[src/rtl/accel_maxpool_pkg.sv]
// accel_maxpool_pkg: pixel type and signed max shared by the max-pool stage
package accel_maxpool_pkg;

    localparam int ACCEL_DATA_W = 18;

    typedef logic signed [ACCEL_DATA_W-1:0] pix_t;

    function automatic pix_t smax(pix_t a, pix_t b);
        return (a > b) ? a : b;
    endfunction

endpackage

[src/rtl/accel_maxpool_if.sv]
// accel_maxpool_if: pixel stream in, pooled stream out (to Writeback data/en)
interface accel_maxpool_if;
    import accel_maxpool_pkg::*;

    pix_t in_data;
    logic in_en;
    pix_t out_data;
    logic out_en;
    logic frame_done;

    modport master (output in_data, in_en, input out_data, out_en, frame_done);
    modport slave  (input in_data, in_en, output out_data, out_en, frame_done);

endinterface

[src/rtl/accel_maxpool_linebuf.sv]
// accel_maxpool_linebuf: one row of pair maxima, sync write, combinational read, no reset
module accel_maxpool_linebuf
    import accel_maxpool_pkg::*;
#(
    parameter int DEPTH = 14,
    parameter int AW    = 4
) (
    input  logic          clk,
    input  logic          we,
    input  logic [AW-1:0] waddr,
    input  pix_t          wdata,
    input  logic [AW-1:0] raddr,
    output pix_t          rdata
);

    pix_t mem_q [DEPTH];

    // storage is always written before it is read within a frame, so no reset
    always_ff @(posedge clk) begin
        if (we) mem_q[waddr] <= wdata;
    end

    assign rdata = mem_q[raddr];

endmodule

[src/rtl/accel_maxpool.sv]
// accel_maxpool: 2x2 stride-2 max-pool with optional ReLU on a raster pixel stream
module accel_maxpool
    import accel_maxpool_pkg::*;
#(
    parameter int IMG_W = 28,
    parameter int IMG_H = 28,
    parameter int RELU  = 1
) (
    input  logic             clk,
    input  logic             rst,
    accel_maxpool_if.slave   bus
);

    localparam int CW = $clog2(IMG_W);
    localparam int RW = $clog2(IMG_H);
    localparam int AW = (CW > 1) ? CW - 1 : 1;

    logic [CW-1:0] col_q, col_d;
    logic [RW-1:0] row_q, row_d;
    pix_t          hold_q, hold_d;
    pix_t          out_data_q, out_data_d;
    logic          out_en_q, out_en_d;
    logic          done_q, done_d;
    pix_t          lb_rdata, pair_max, win_max;
    logic          lb_we, fire, last_col, last_row;
    logic [AW-1:0] lb_addr;

    // even rows park horizontal pair maxima here; odd rows read them back
    accel_maxpool_linebuf #(.DEPTH(IMG_W / 2), .AW(AW)) u_linebuf (
        .clk   (clk),
        .we    (lb_we),
        .waddr (lb_addr),
        .wdata (pair_max),
        .raddr (lb_addr),
        .rdata (lb_rdata)
    );

    // raster counters, window max and registered output, all gated by in_en
    always_comb begin
        last_col   = col_q == CW'(IMG_W - 1);
        last_row   = row_q == RW'(IMG_H - 1);
        lb_addr    = AW'(col_q >> 1);
        pair_max   = smax(hold_q, bus.in_data);
        win_max    = smax(pair_max, lb_rdata);
        lb_we      = bus.in_en && col_q[0] && !row_q[0];
        fire       = bus.in_en && col_q[0] && row_q[0];
        col_d      = !bus.in_en ? col_q : last_col ? '0 : col_q + 1'b1;
        row_d      = !(bus.in_en && last_col) ? row_q : last_row ? '0 : row_q + 1'b1;
        hold_d     = (bus.in_en && !col_q[0]) ? bus.in_data : hold_q;
        out_en_d   = fire;
        done_d     = fire && last_col && last_row;
        out_data_d = !fire ? out_data_q : (RELU != 0 && win_max[ACCEL_DATA_W-1]) ? '0 : win_max;
    end

    // state register; async active-low reset discards any partial window
    always_ff @(posedge clk or negedge rst) begin
        if (!rst) begin
            col_q      <= '0;
            row_q      <= '0;
            hold_q     <= '0;
            out_data_q <= '0;
            out_en_q   <= 1'b0;
            done_q     <= 1'b0;
        end else begin
            col_q      <= col_d;
            row_q      <= row_d;
            hold_q     <= hold_d;
            out_data_q <= out_data_d;
            out_en_q   <= out_en_d;
            done_q     <= done_d;
        end
    end

    assign bus.out_data   = out_data_q;
    assign bus.out_en     = out_en_q;
    assign bus.frame_done = done_q;

endmodule
[src/flat_wrapper.sv]
// flat-port wrapper written by rule: the top's interface ports become plain ports
module accel_maxpool_flat import accel_maxpool_pkg::*;
#(
    parameter int IMG_W = 28,
    parameter int IMG_H = 28,
    parameter int RELU  = 1
)
  (clk, rst, bus_in_data, bus_in_en, bus_out_data, bus_out_en, bus_frame_done);
  accel_maxpool_if bus_i ();
  input  logic clk;
  input  logic rst;
  input wire logic [$bits(bus_i.in_data)-1:0] bus_in_data;
  input wire logic [$bits(bus_i.in_en)-1:0] bus_in_en;
  output wire logic [$bits(bus_i.out_data)-1:0] bus_out_data;
  output wire logic [$bits(bus_i.out_en)-1:0] bus_out_en;
  output wire logic [$bits(bus_i.frame_done)-1:0] bus_frame_done;
  assign bus_i.in_data = bus_in_data;
  assign bus_i.in_en = bus_in_en;
  assign bus_out_data = bus_i.out_data;
  assign bus_out_en = bus_i.out_en;
  assign bus_frame_done = bus_i.frame_done;
  accel_maxpool #(.IMG_W(IMG_W), .IMG_H(IMG_H), .RELU(RELU)) u_core (.clk(clk), .rst(rst), .bus(bus_i));
endmodule
[config.mk]
export PLATFORM = sky130hd
export DESIGN_NAME = accel_maxpool_flat
export DESIGN_NICKNAME = d
export VERILOG_FILES = /design/src/rtl/accel_maxpool_pkg.sv /design/src/rtl/accel_maxpool_if.sv /design/src/rtl/accel_maxpool_linebuf.sv /design/src/rtl/accel_maxpool.sv /design/src/flat_wrapper.sv
export SDC_FILE = /design/constraint.sdc
export NUM_CORES = 1
export LEC_CHECK = 0
export ABC_AREA = 1
export BUFFER_PORTS_ARGS = -buffer_cell sky130_fd_sc_hd__clkbuf_2
export CORE_ASPECT_RATIO = 1.2
export CORE_MARGIN = 4
export CORE_UTILIZATION = 60
export DETAILED_ROUTE_END_ITERATION = 8
export GPL_ROUTABILITY_DRIVEN = 1
export HOLD_SLACK_MARGIN = 0.12
export MAX_ROUTING_LAYER = met4
export PLACE_DENSITY = 0.77
export SLEW_MARGIN = 10
export SYNTH_ARGS = -nofsm -noshare
export SYNTH_HDL_FRONTEND = slang
export SYNTH_SLANG_ARGS = --single-unit
[constraint.sdc]
create_clock -name clk -period 6.2 [get_ports clk]
set_clock_uncertainty 0.1 [all_clocks]
set_input_delay 1.24 -clock clk [delete_from_list [all_inputs] [get_ports clk]]
set_output_delay 1.24 -clock clk [all_outputs]
set_load 0.03 [all_outputs]
# Yosys cells after proc, flatten, opt, wreduce, memory -nomap -nowiden
# Memory sizes are Yosys's and may differ from the RTL's.
# Index checks and enable logic that the tools add are counted.
# op_classes
eq_ne,2
n_addsub,2
order_cmp,2
n_mux,7
n_reduce_logical,9
# op_table
cell,n
$gt A18 B18 Y1,2
$mux W18,2
$mux W17,1
$add A5 B1 Y5 const B,2
$eq A5 B5 Y1 const B,2
$mux W5,2
$logic_and A1 B1 Y1,7
$logic_not A1 Y1,2
$mux W1,2
# word_totals
regBits,48
n_memories,1
mem_bits_rw,252
out_inout_bits,20
elab_cells,29
# mem_list
name,depth,word_bits,rd,rd_ports_with_merged_regs,wr,line_no,rtl
u_core.u_linebuf.mem_q,14,18,1,0,1,accel_maxpool_linebuf.sv:16,pix_t mem_q [DEPTH];

# Longest topological paths before layout
# Gate-level depths: netlist of the first run.
# depth
depth_word,5
depth_mapped,32
mapped_depth_nobuf,30

# By module
# Synthesis of the first run repeated with hierarchy kept, for this count alone.
# hier_totals
hier_cells,1456
hier_area_um2,14093.5
# modules_own_cells
module,cells_per_inst,n_inst,area_per_inst_um2,seq_area_each_um2
accel_maxpool_linebuf,975,1,10622.7,7567.3
accel_maxpool,481,1,3470.8,1176.1

# Worst setup path after synthesis of the first run
# No wires, ideal clock.
# synth_path
kind,input-to-reg
from,input bus_in_data[13]
to,register u_core.out_data_q[10] (netlist: u_core.bus.out_data[10])
cell_stages,26
path_slack_ns,1.629
path_buffers,2
arrival_ns,4.405
required_time_ns,6.034
setup_time_ns,0.066
cell_sequence,inv_1 > ha_1 > nand2_1 > nor2_1 > nand2_1 > clkinv_1 > nand2_1 > nand2_2 > nand2_4 > clkbuf_1 > nand4_1 > and2_1 > ha_1 > nand2_1 > nor2_1 > nand2_1 > nor2_1 > nand2_1 > nand4_1 > nand3_4 > nand2_2 > nand2_2 > a21oi_4 > buf_6 > nand2_1 > nand2_1
# synth_between
elab_chain_len,5
# synth_rtl
item,line_no,rtl
start: declaration,flat_wrapper.sv:12,input wire logic [$bits(bus_i.in_data)-1:0] bus_in_data;
$gt A18 B18 Y1,accel_maxpool_pkg.sv:9,return (a > b) ? a : b;
$mux W18,accel_maxpool_pkg.sv:9,
named net u_core.pair_max[9],accel_maxpool.sv:24,"pix_t lb_rdata, pair_max, win_max;"
$gt A18 B18 Y1,accel_maxpool_pkg.sv:9,
$mux W18,accel_maxpool_pkg.sv:9,
$mux W17,accel_maxpool.sv:52,out_data_d = !fire ? out_data_q : (RELU != 0 && win_max[ACCEL_DATA_W-1]) ? '0 : win_max;
end signal: assignment,accel_maxpool.sv:68,out_data_q <= out_data_d;
end: declaration,accel_maxpool.sv:21,"pix_t out_data_q, out_data_d;"
# The timed path passes the listed nets, and every way through them passes these cells.
# A chain may end at the register's enable or synchronous reset.

# Final worst setup path of the first run
# layout_path
from,input bus_in_data[17]
to,register u_core.out_data_q[10] (netlist: u_core.bus.out_data[10])
# Same word-level chain as after synthesis.

==> results of run 1 <==
[power by group through the flow]
stage,clock network [uW],logic (uW),registers [uW]
after CTS,1590,3050,2650
after global placement,0,2970,2690
after global routing,1690,3430,2670
after detailed placement,0,3040,2690
final,1580,3070,2660
after floorplan,0,2040,2730
[tightest hold or removal path: stages (launching register included)]
cell	delay, ns
dfrtp_1	0.35
nand2_1	0.06
nand2_1	0.06
[final cells by class]
cell class / instances / area, um^2
Timing Repair Buffer: 67 / 405
Fill cell: 1482 / 6730
Inverter: 93 / 349
Multi-Input combinational cell: 676 / 3720
Clock inverter: 12 / 80.1
Sequential cell: 299 / 8740
Tap cell: 270 / 338
Clock buffer: 35 / 748
[stage by stage]
stage                     instances  worst slack [ns]
final                          1452              1.10
after global routing           1452             0.476
after CTS                      1452              1.11
after detailed placement       1405             0.550
after global placement         1405             0.714
after floorplan                1112              1.63
[cells in the final DEF, fill, tap and decap left out, drive strengths merged, types with 4 or more instances in the layout]
master,instances
buf,28
a22oi,102
nand4,31
and2,17
nor3,17
dfrtp,47
inv,91
o21ai,39
ha,38
nand2,289
edfxtp,252
clkinv,12
nor2,70
a21oi,21
nand3,35
o31ai,4
clkbuf,74
[routing by layer]
layer,GRT usage,part of all wire,vias up
li1,-,-,4036
met4,0.0952,0.033,0
met1,0.323,0.38,4160
met2,0.445,0.51,405
met5,-,0,-
met3,0.0432,0.080,72
[final timing paths]
path	startpoint	to	slack, ns	cells past startpoint
min in group asynchronous	rst	u_core.row_q[2]	0.70	2
hold / removal	u_core.bus.out_data[0]	u_core.bus.out_data[0]	0.39	2
setup reg to reg	u_core.col_q[1]	u_core.bus.out_data[10]	1.40	22
hold reg to reg	u_core.bus.out_data[0]	u_core.bus.out_data[0]	0.39	2
max in group asynchronous	rst	u_core.bus.out_data[3]	4.88	2
setup / recovery	bus_in_data[17]	u_core.bus.out_data[10]	1.10	27
[registers in the layout, indices dropped and copies added (netlist names)]
signal,flops
u_core.bus.frame_done,1
u_core.col_q,5
u_core.hold_q,18
u_core.row_q,5
u_core.bus.out_data,17
u_core.u_linebuf.mem_q,252
u_core.bus.out_en,1
[logic make-up (layout without fill, tap and decap cells)]
group,count (synthesis),count (layout),share of synthesized area
compound gates,174,174,0.0898
xor+xnor,1,1,0.000676
fa+ha+maj,38,38,0.0367
buf+inv,137,207,0.0431
flops,299,299,0.675
other cells,1,1,0.000289
simple gates,462,462,0.155
==> metrics.yaml, run 1 <==
global_route:
  grt_pass1_vias: 8758
  antenna_found_initial: 0
  grt_use_total: 0.264
  grt_max_degree: 48
  grt_pass1_wl_mm: 47.5
  overflow: 0
timing:
  hold_viol: 0
  finalSetupTns_ns: 0
  fin_crit_sh: 0.822
  max_freq_mhz: 196
  whs_ns: 0.391
  worstMarginPinSlew_ns: 1.10
  grt_setup_unrepaired: "false"
  setup_violations: 0
  max_slew_margin: 0.264
  slew_viol_final: 0
  min_period_ns: 5.10
placement:
  place.detailed.hpwl_mm: 19.0
  globalplace.congestion: 0.870
  io_buffers: 39
  placed_area_um2: 13600
die:
  core_um2: 21100
  rows: 58
  die_area_um2: 24000
  io_pins: 41
  die_h_um: 169
  dieWidth_um: 142
  start_util: 0.614
power:
  p_seq_frac: 0.364
  p_comb_frac: 0.420
  total_power_uw: 7300
  clockPowerShare: 0.216
  p_sw_uw: 3000
  p_sw_frac: 0.411
  p_leak_uw: 0.00575
  powerDensity_nw_per_um2: 508
  p_int_uw: 4300
  irDropWorstVdd_uv: 367
synthesis:
  ys_types: 37
  yosysMostFrequentCell: "nand2_1"
  postSynth.asyncResetShare: 0.157
  yosys.area.top_type: "edfxtp_1"
  synth_edf_count: 252
  synthTopCellsByArea: "edfxtp_1 58%, dfrtp_1 9.1%, nand2_1 8.1%"
  synthCells: 1112
  synth_nets: 1171
  netlist.area_leader.share: 0.584
  synth_commonest_cells: "281 x nand2_1, 252 x edfxtp_1, 102 x a22oi_1"
  ys.flop_type: "edfxtp_1"
  yosysSeqAreaShare: 0.675
  syn_area_per_cell_um2: 11.7
  yosysWarningCount: 0
  synth_seq_cells: 299
  synth.cell_area_um2: 13000
clocking:
  clk_pin_slew_ns: 0.06
  cts_resized: 0
  cts_root_buffer: "clkbuf_16"
  cts_tree: "yes"
  cts_inserted_buffers: 28
  cts_setup_buffers: 0
  clk-insertion-delay-late_ns: 0.54
  clock-sinks: 299
  hold_buffers: 0
  htreeDepth: 1
  clk_path_buf_depth: 3
setup_path:
  slowest_delay_ns: 0.53
  cp_max_fo: 19
  worstSetupPathType: "in -> reg"
  start_kind: "input port"
  path_delay_family: "simple AND/OR/NAND/NOR gates"
  worstPathRequired_ns: 6.58
  crit_slowest_cell: "and2_1"
  cpMostUsedCell: "nand2_1"
  cp.arrival_ns: 5.47
  cp.buffers_inverters: 4
  end_kind: "flop"
job:
  max-cap-violations: 0
layout:
  nets: 1224
  drive_gt1_frac: 0.116
  antenna_cells: 0
  area_delta_synth_final_pct: 11.0
  fin_area_um2: 14400
  finish.utilization: 0.681
run_status:
  status: "complete, no violations"
drt:
  drc: 0
  wl_mm: 30.6
  viasPerCell: 5.97
  dr.pass1.iters: 5
  ant_nets: 0
  wire_per_inst_um: 21.1
  vias: 8673
  drtIter0Drc: 1005
hold_path:
  hold_path_class: "reg -> reg"
No activity file was read; power rests on OpenSTA's default activity.
==> run 2, diff against run 1 <==
--- a/config.mk
+++ b/config.mk
@@ -9,12 +9,12 @@
 export BUFFER_PORTS_ARGS = -buffer_cell sky130_fd_sc_hd__clkbuf_2
 export CORE_ASPECT_RATIO = 1.2
 export CORE_MARGIN = 4
-export CORE_UTILIZATION = 60
+export CORE_UTILIZATION = 56
 export DETAILED_ROUTE_END_ITERATION = 8
 export GPL_ROUTABILITY_DRIVEN = 1
 export HOLD_SLACK_MARGIN = 0.12
 export MAX_ROUTING_LAYER = met4
-export PLACE_DENSITY = 0.77
+export PLACE_DENSITY = 0.76
 export SLEW_MARGIN = 10
 export SYNTH_ARGS = -nofsm -noshare
 export SYNTH_HDL_FRONTEND = slang
==> constraint.sdc (replaced) <==
create_clock -name clk -period 4.3 [get_ports clk]
set_clock_uncertainty 0.1 [all_clocks]
set_input_delay 0.86 -clock clk [delete_from_list [all_inputs] [get_ports clk]]
set_output_delay 0.86 -clock clk [all_outputs]
set_load 0.03 [all_outputs]
==> run 2 against run 1 <==
  * Utilization is 2.7 points lower
  * Critical path type is now reg -> reg
  * Cell count grew 5.4%
  * Worst setup slack lost 0.79 ns
  * Via count rose by 1.7%
  * Combinational power grew 57%
  * Global-route usage shrank 2.0 points
  * Worst hold slack worse by 0.22 ns
  * Register-to-register slack worse by 1.1 ns
  * Largest power group unchanged
  * Final area grew 2.8%
==> metrics.yaml, run 2 (synthesized netlist as in run 1, its figures left out) <==
global_route:
  grt_max_degree: 52  # was 48
  grt_pass1_vias: 8629  # was 8758
  grt_use_total: 0.244  # was 0.264
  grt_pass1_wl_mm: 47.2  # was 47.5 mm
  overflow: 0  # unchanged
  antenna_found_initial: 0  # unchanged
power:
  p_seq_frac: 0.350  # was 0.364
  clockPowerShare: 0.210  # was 0.216
  p_comb_frac: 0.441  # was 0.420
  total_power_uw: 10900  # was 7300 uW
  irDropWorstVdd_uv: 561  # was 367 uV
  p_sw_frac: 0.396  # was 0.411
  p_leak_uw: 0.00595  # was 0.00575 uW
  p_sw_uw: 4340  # was 3000 uW
  powerDensity_nw_per_um2: 740  # was 508 nW/um^2
  p_int_uw: 6610  # was 4300 uW
placement:
  globalplace.congestion: 0.866  # was 0.870
  io_buffers: 39  # unchanged
  place.detailed.hpwl_mm: 19.4  # was 19.0 mm
  place_inst: 1479  # was 1405
  placed_area_um2: 13900  # was 13600 um^2
layout:
  fin_area_um2: 14800  # was 14400 um^2
  final_common_cell: "nand2_1"  # unchanged
  largest_register_ffs: 252  # unchanged
  antenna_cells: 0  # unchanged
  drive_gt1_frac: 0.143  # was 0.116
  nets: 1259  # was 1224
  final_cell_mix: "281 x nand2_1, 252 x edfxtp_1, 102 x a22oi_1"  # unchanged
  nFillCells: 1630  # was 1482
  stdcell_count: 1530  # was 1452
  top_register: "u_core.u_linebuf.mem_q"  # unchanged
  area_delta_synth_final_pct: 14.1  # was 11.0%
timing:
  finalSetupTns_ns: 0  # unchanged
  hold_viol: 0  # unchanged
  grt_setup_unrepaired: "false"  # unchanged
  fin_crit_sh: 0.928
  whs_ns: 0.175  # was 0.391 ns
  worstMarginPinSlew_ns: 0.996  # was 1.10 ns
  slew_viol_final: 0  # unchanged
  min_period_ns: 3.99
  max_freq_mhz: 251
  max_slew_margin: 0.334  # was 0.264
  setup_violations: 0  # unchanged
clocking:
  clk_pin_slew_ns: 0.06  # about the same
  clk_path_buf_depth: 3  # unchanged
  clock-sinks: 299  # unchanged
  cts_root_buffer: "clkbuf_16"  # unchanged
  htreeDepth: 1  # unchanged
  clk-insertion-delay-late_ns: 0.53  # was 0.54 ns
  cts_inserted_buffers: 27  # was 28
  cts_tree: "yes"  # unchanged
  cts_resized: 0  # unchanged
setup_path:
  worstSetupPathType: "reg -> reg"  # was in -> reg
  crit_end: "u_core.bus.out_data[16]"  # was u_core.bus.out_data[10]
  cp.arrival_ns: 4.35  # was 5.47 ns
  cp_max_fo: 51  # was 19
  regToRegEndpoint: "u_core.bus.out_data[16]"  # was u_core.bus.out_data[10]
  critPathLaunch: "u_core.col_q[2]"  # was bus_in_data[17]
  ff2ff_setup_slack_ns: 0.31  # was 1.40 ns
  rr_startpoint: "u_core.col_q[2]"  # was u_core.col_q[1]
  worstPathRequired_ns: 4.67  # was 6.58 ns
  reg2reg_depth: 21  # was 22
  end_kind: "flop"  # unchanged
  start_kind: "flop"  # was input port
die:
  dieWidth_um: 147  # was 142 um
  die_area_um2: 25700  # was 24000 um^2
  core_um2: 22600  # was 21100 um^2
  start_util: 0.574  # was 0.614
  io_pins: 41  # unchanged
  die_h_um: 175  # was 169 um
  rows: 60  # was 58
run_status:
  status: "complete, no violations"  # unchanged
drt:
  wl_mm: 30.4  # was 30.6 mm
  drtIter0Drc: 785  # was 1005
  viasPerCell: 5.76  # was 5.97
  wire_per_inst_um: 19.8  # was 21.1 um
  drc: 0  # unchanged
  ant_nets: 0  # unchanged
  dr.pass1.iters: 5  # unchanged
  vias: 8820  # was 8673
hold_path:
  hold_path_class: "in -> async"  # was reg -> reg
job:
  max-cap-violations: 0  # unchanged
[run 2: changes by cell type in the layout (fill, tap and decap cells not counted)]
| cell | delta |
|---|---|
| clkinv_2 | -1 |
| nand3_2 | +1 |
| clkinv_1 | -1 |
| buf_4 | +30 |
| buf_12 | +5 |
| clkinv_4 | +1 |
| nor2_1 | +1 |
| nor2_2 | -1 |
| clkbuf_8 | +5 |
| clkbuf_16 | -2 |
[run 2: area by class of cell]
class                           count  area, um^2  area share
Sequential cell                   299        8740       0.591
Clock buffer                       38         767      0.0519
Inverter                           93         349      0.0236
Timing Repair Buffer              102         731      0.0494
Tap cell                          310         388      0.0262
Clock inverter                     11        80.1     0.00541
Multi-Input combinational cell    677        3730       0.252
[run 2: power groups by stage]
| stage | Clock (uW) | Combinational, uW | Sequential (uW) |
|---|---|---|---|
| floorplan | 0 | 2950 | 3940 |
| global placement | 0 | 4640 | 3880 |
| detailed placement | 0 | 4750 | 3880 |
| CTS | 2320 | 4800 | 3820 |
| global route | 2450 | 5330 | 3850 |
| finish | 2290 | 4830 | 3830 |
[run 2: worst min path at each step]
stage                                   to  slack [ns]  cells after the start
global placement          u_core.hold_q[0]        0.37                      2
CTS                 u_core.bus.out_data[8]        0.18                      1
global route             u_core.bus.out_en        0.20                      1
detailed placement  u_core.bus.out_data[1]        0.37                      2
floorplan                 u_core.hold_q[0]        0.35                      2
finish                    u_core.hold_q[6]        0.17                      1
[run 2: through the flow]
step                 util  setup slack, ns
global route        0.654          0.00998
detailed placement  0.616           -0.210
finish              0.654            0.311
floorplan               -            0.109
CTS                 0.654            0.314
global placement    0.616           -0.111
[run 2: per-layer routing]
layer,global-route usage,vias up,wire length (um)
met5,-,-,0
li1,-,4119,-
met2,0.416,429,15500
met1,0.306,4201,11500
met3,0.0327,71,2540
met4,0.0749,0,834
[run 2: critical path, cell delays in order (launching register included)]
cell and delay (ns):
dfrtp_1 0.68, nand2_2 0.29, inv_1 0.17, buf_12 0.27
a22oi_1 0.14, a21oi_1 0.16, or2_0 0.26, nor2_1 0.08
ha_1 0.31, nand2_1 0.07, nor2_1 0.28, nand2_1 0.10
nor2_1 0.09, nand2_1 0.07, nand4_1 0.13, nand3_4 0.11
nand2_2 0.07, nand2_2 0.07, a21oi_4 0.15, buf_12 0.16
nand2_1 0.05, nand2_1 0.07
[run 2: what timing repair did]
| item | 4_1_cts | 5_1_grt |
|---|---|---|
| endpoints found under the setup margin | 0 | 17 |
| hold endpoints to repair | 0 | 0 |
| buffers inserted | 0 | 1 |
| hold buffers | 0 | 0 |
==> run 3, diff against run 2 <==
--- a/config.mk
+++ b/config.mk
@@ -7,14 +7,16 @@
 export LEC_CHECK = 0
 export ABC_AREA = 1
 export BUFFER_PORTS_ARGS = -buffer_cell sky130_fd_sc_hd__clkbuf_2
+export CELL_PAD_IN_SITES_DETAIL_PLACEMENT = 0
+export CELL_PAD_IN_SITES_GLOBAL_PLACEMENT = 1
 export CORE_ASPECT_RATIO = 1.2
 export CORE_MARGIN = 4
-export CORE_UTILIZATION = 56
+export CORE_UTILIZATION = 46
 export DETAILED_ROUTE_END_ITERATION = 8
 export GPL_ROUTABILITY_DRIVEN = 1
 export HOLD_SLACK_MARGIN = 0.12
 export MAX_ROUTING_LAYER = met4
-export PLACE_DENSITY = 0.76
+export PLACE_DENSITY_LB_ADDON = 0.1
 export SLEW_MARGIN = 10
 export SYNTH_ARGS = -nofsm -noshare
 export SYNTH_HDL_FRONTEND = slang
==> run 3 against run 2 <==
  * Fmax is 2.1% higher
  * Global-route usage is 1.9 points lower
  * Critical path depth rose by 3
  * Sequential share of layout area fell by 2.1 points
  * Utilization down 10 points
  * Die area is 21% higher
  * Sequential cell count is the same
  * Wire length grew 11%
  * Clock-buffer cell count decreased by 1
  * Non-clock buffer count grew 50
  * Cell count up 8.2%
  * Final area increased by 3.7%
  * Highest routed layer unchanged
==> metrics.yaml, run 3 (synthesized netlist as in run 1, its figures left out) <==
drt:
  drtIter0Drc: 453  # was 785
  drc: 0  # unchanged
  wl_mm: 33.6  # was 30.4 mm
  dr.pass1.iters: 5  # unchanged
  wire_per_inst_um: 20.3  # was 19.8 um
  viasPerCell: 5.32  # was 5.76
  ant_nets: 0  # unchanged
  vias: 8802  # was 8820
layout:
  largest_register_ffs: 252  # unchanged
  regArea_um2: 8740  # unchanged
  antenna_cells: 0  # unchanged
  final_common_cell: "nand2_1"  # unchanged
  multiInputGateArea_um2: 3720  # was 3730 um^2
  nFillCells: 2487  # was 1630
  final_cell_mix: "281 x nand2_1, 252 x edfxtp_1, 108 x buf_4"  # was 281 x nand2_1, 252 x edfxtp_1, 102 x a22oi_1
  drive_gt1_frac: 0.179  # was 0.143
  top_register: "u_core.u_linebuf.mem_q"  # unchanged
  area_delta_synth_final_pct: 18.3  # was 14.1%
  nets: 1311  # was 1259
die:
  start_util: 0.466  # was 0.574
  core_um2: 27800  # was 22600 um^2
  dieWidth_um: 161  # was 147 um
  rows: 67  # was 60
  die_h_um: 192  # was 175 um
  die_area_um2: 30900  # was 25700 um^2
  io_pins: 41  # unchanged
setup_path:
  end_kind: "flop"  # unchanged
  cp_max_fo: 9  # was 51
  crit_chain: "clkbuf_2 > inv_1 > ha_1 > nand2_1 > nor2_1 > nand3_1 > nor2_2 > nor2_4 > nand3_4 > buf_4 > nand4_1 > and2_1 > ha_1 > nand2_1 > nor2_1 > and3_1 > nand4_1 > nand3_4 > inv_2 > buf_4 > nand3_1 > nand2_1 > nand2_1 > nand2_1"  # was nand2_2 > inv_1 > buf_12 > a22oi_1 > a21oi_1 > or2_0 > nor2_1 > ha_1 > nand2_1 > nor2_1 > nand2_1 > nor2_1 > nand2_1 > nand4_1 > nand3_4 > nand2_2 > nand2_2 > a21oi_4 > buf_12 > nand2_1 > nand2_1
  worstPathRequired_ns: 4.65  # was 4.67 ns
  crit_slowest_cell: "ha_1"  # was dfrtp_1
  cp.buffers_inverters: 5  # was 3
  cpMostUsedCell: "nand2_1"  # unchanged
  slowest_delay_ns: 0.30  # was 0.68 ns
  worstSetupPathType: "in -> reg"  # was reg -> reg
  start_kind: "input port"  # was flop
  cp.arrival_ns: 4.25  # was 4.35 ns
  path_delay_family: "simple AND/OR/NAND/NOR gates"  # unchanged
clocking:
  htreeDepth: 1  # unchanged
  clk-insertion-delay-late_ns: 0.55  # was 0.53 ns
  hold_buffers: 0  # unchanged
  clk_pin_slew_ns: 0.06  # about the same
  clk_path_buf_depth: 3  # unchanged
  cts_tree: "yes"  # unchanged
  clock-sinks: 299  # unchanged
  cts_resized: 0  # unchanged
  cts_root_buffer: "clkbuf_16"  # unchanged
  cts_inserted_buffers: 30  # was 27
placement:
  io_buffers: 39  # unchanged
  globalplace.congestion: 0.873  # was 0.866
  place.detailed.hpwl_mm: 22.2  # was 19.4 mm
timing:
  grt_setup_unrepaired: "false"  # unchanged
  finalSetupTns_ns: 0  # unchanged
  max_freq_mhz: 256  # was 251 MHz
  min_period_ns: 3.91  # was 3.99 ns
  whs_ns: 0.300  # was 0.175 ns
  max_slew_margin: 0.263  # was 0.334
  setup_violations: 0  # unchanged
  hold_viol: 0  # unchanged
  slew_viol_final: 0  # unchanged
  worstMarginPinSlew_ns: 1.10  # was 0.996 ns
  fin_crit_sh: 0.909  # was 0.928
power:
  p_leak_uw: 0.00623  # was 0.00595 uW
  powerDensity_nw_per_um2: 737  # was 740 nW/um^2
  irDropWorstVdd_uv: 423  # was 561 uV
job:
  max-cap-violations: 0  # unchanged
global_route:
  grt_max_degree: 48  # was 52
  grt_pass1_wl_mm: 51.4  # was 47.2 mm
  overflow: 0  # unchanged
  antenna_found_initial: 0  # unchanged
  grt_pass1_vias: 8887  # was 8629
  grt_use_total: 0.225  # was 0.244
hold_path:
  hold_path_class: "in -> async"  # unchanged
run_status:
  status: "complete, no violations"  # unchanged
[run 3: routing by layer]
layer	global-route usage	wire length, um
met4	0.0584	794
met2	0.395	17200
met3	0.0268	1460
met1	0.281	14200
met5	-	0
[run 3: per-stage QoR]
step	worst slack, ns	total power, uW	utilization	cell area [um^2]	std cells
after CTS	0.131	11400	0.550	15300	1654
after global placement	-0.328	8850	0.517	14400	1598
after global routing	0.0637	12100	0.551	15300	1655
after detailed placement	-0.412	8890	0.517	14400	1598
final	0.393	11300	0.551	15300	1655
after floorplan	0.109	6890	-	13000	1112
[run 3: worst register-to-register path, cell delays in order (launching register included)]
cell	delay, ns
dfrtp_1	0.40
ha_1	0.31
nand2_1	0.07
nor2_1	0.25
nand3_1	0.15
nor2_2	0.15
nor2_4	0.07
nand3_4	0.09
buf_4	0.18
nand4_1	0.12
and2_1	0.20
ha_1	0.30
nand2_1	0.06
nor2_1	0.24
and3_1	0.27
nand4_1	0.15
nand3_4	0.14
inv_2	0.08
buf_4	0.17
nand3_1	0.07
nand2_1	0.10
nand2_1	0.08
nand2_1	0.04
[run 3: power breakdown]
part	switching, uW	internal (uW)
logic	3290	1670
registers	149	3680
clock network	1080	1430
total	4510	6790
[run 3: layout make-up]
class / count / area share
Timing Repair Buffer: 152 / 0.0721
Clock inverter: 19 / 0.00946
Multi-Input combinational cell: 676 / 0.243
Sequential cell: 299 / 0.570
Inverter: 93 / 0.0228
Tap cell: 379 / 0.0309
Clock buffer: 37 / 0.0520
[run 3: worst paths after layout]
check / startpoint / end / slack (ns) / cells after the start
setup / recovery: bus_in_data[9] / u_core.bus.out_data[13] / 0.39 / 24
max in group asynchronous: rst / u_core.bus.out_data[3] / 3.35 / 2
hold / removal: rst / u_core.row_q[3] / 0.30 / 2
min in group clk: u_core.bus.out_data[4] / u_core.bus.out_data[4] / 0.38 / 2
setup reg to reg: u_core.hold_q[9] / u_core.bus.out_data[13] / 0.41 / 22
hold reg to reg: u_core.bus.out_data[4] / u_core.bus.out_data[4] / 0.38 / 2
[run 3: what timing repair did]
action                     CTS  global route
setup endpoints to repair    0            17
setup buffers                0             1
hold endpoints to repair     0             0
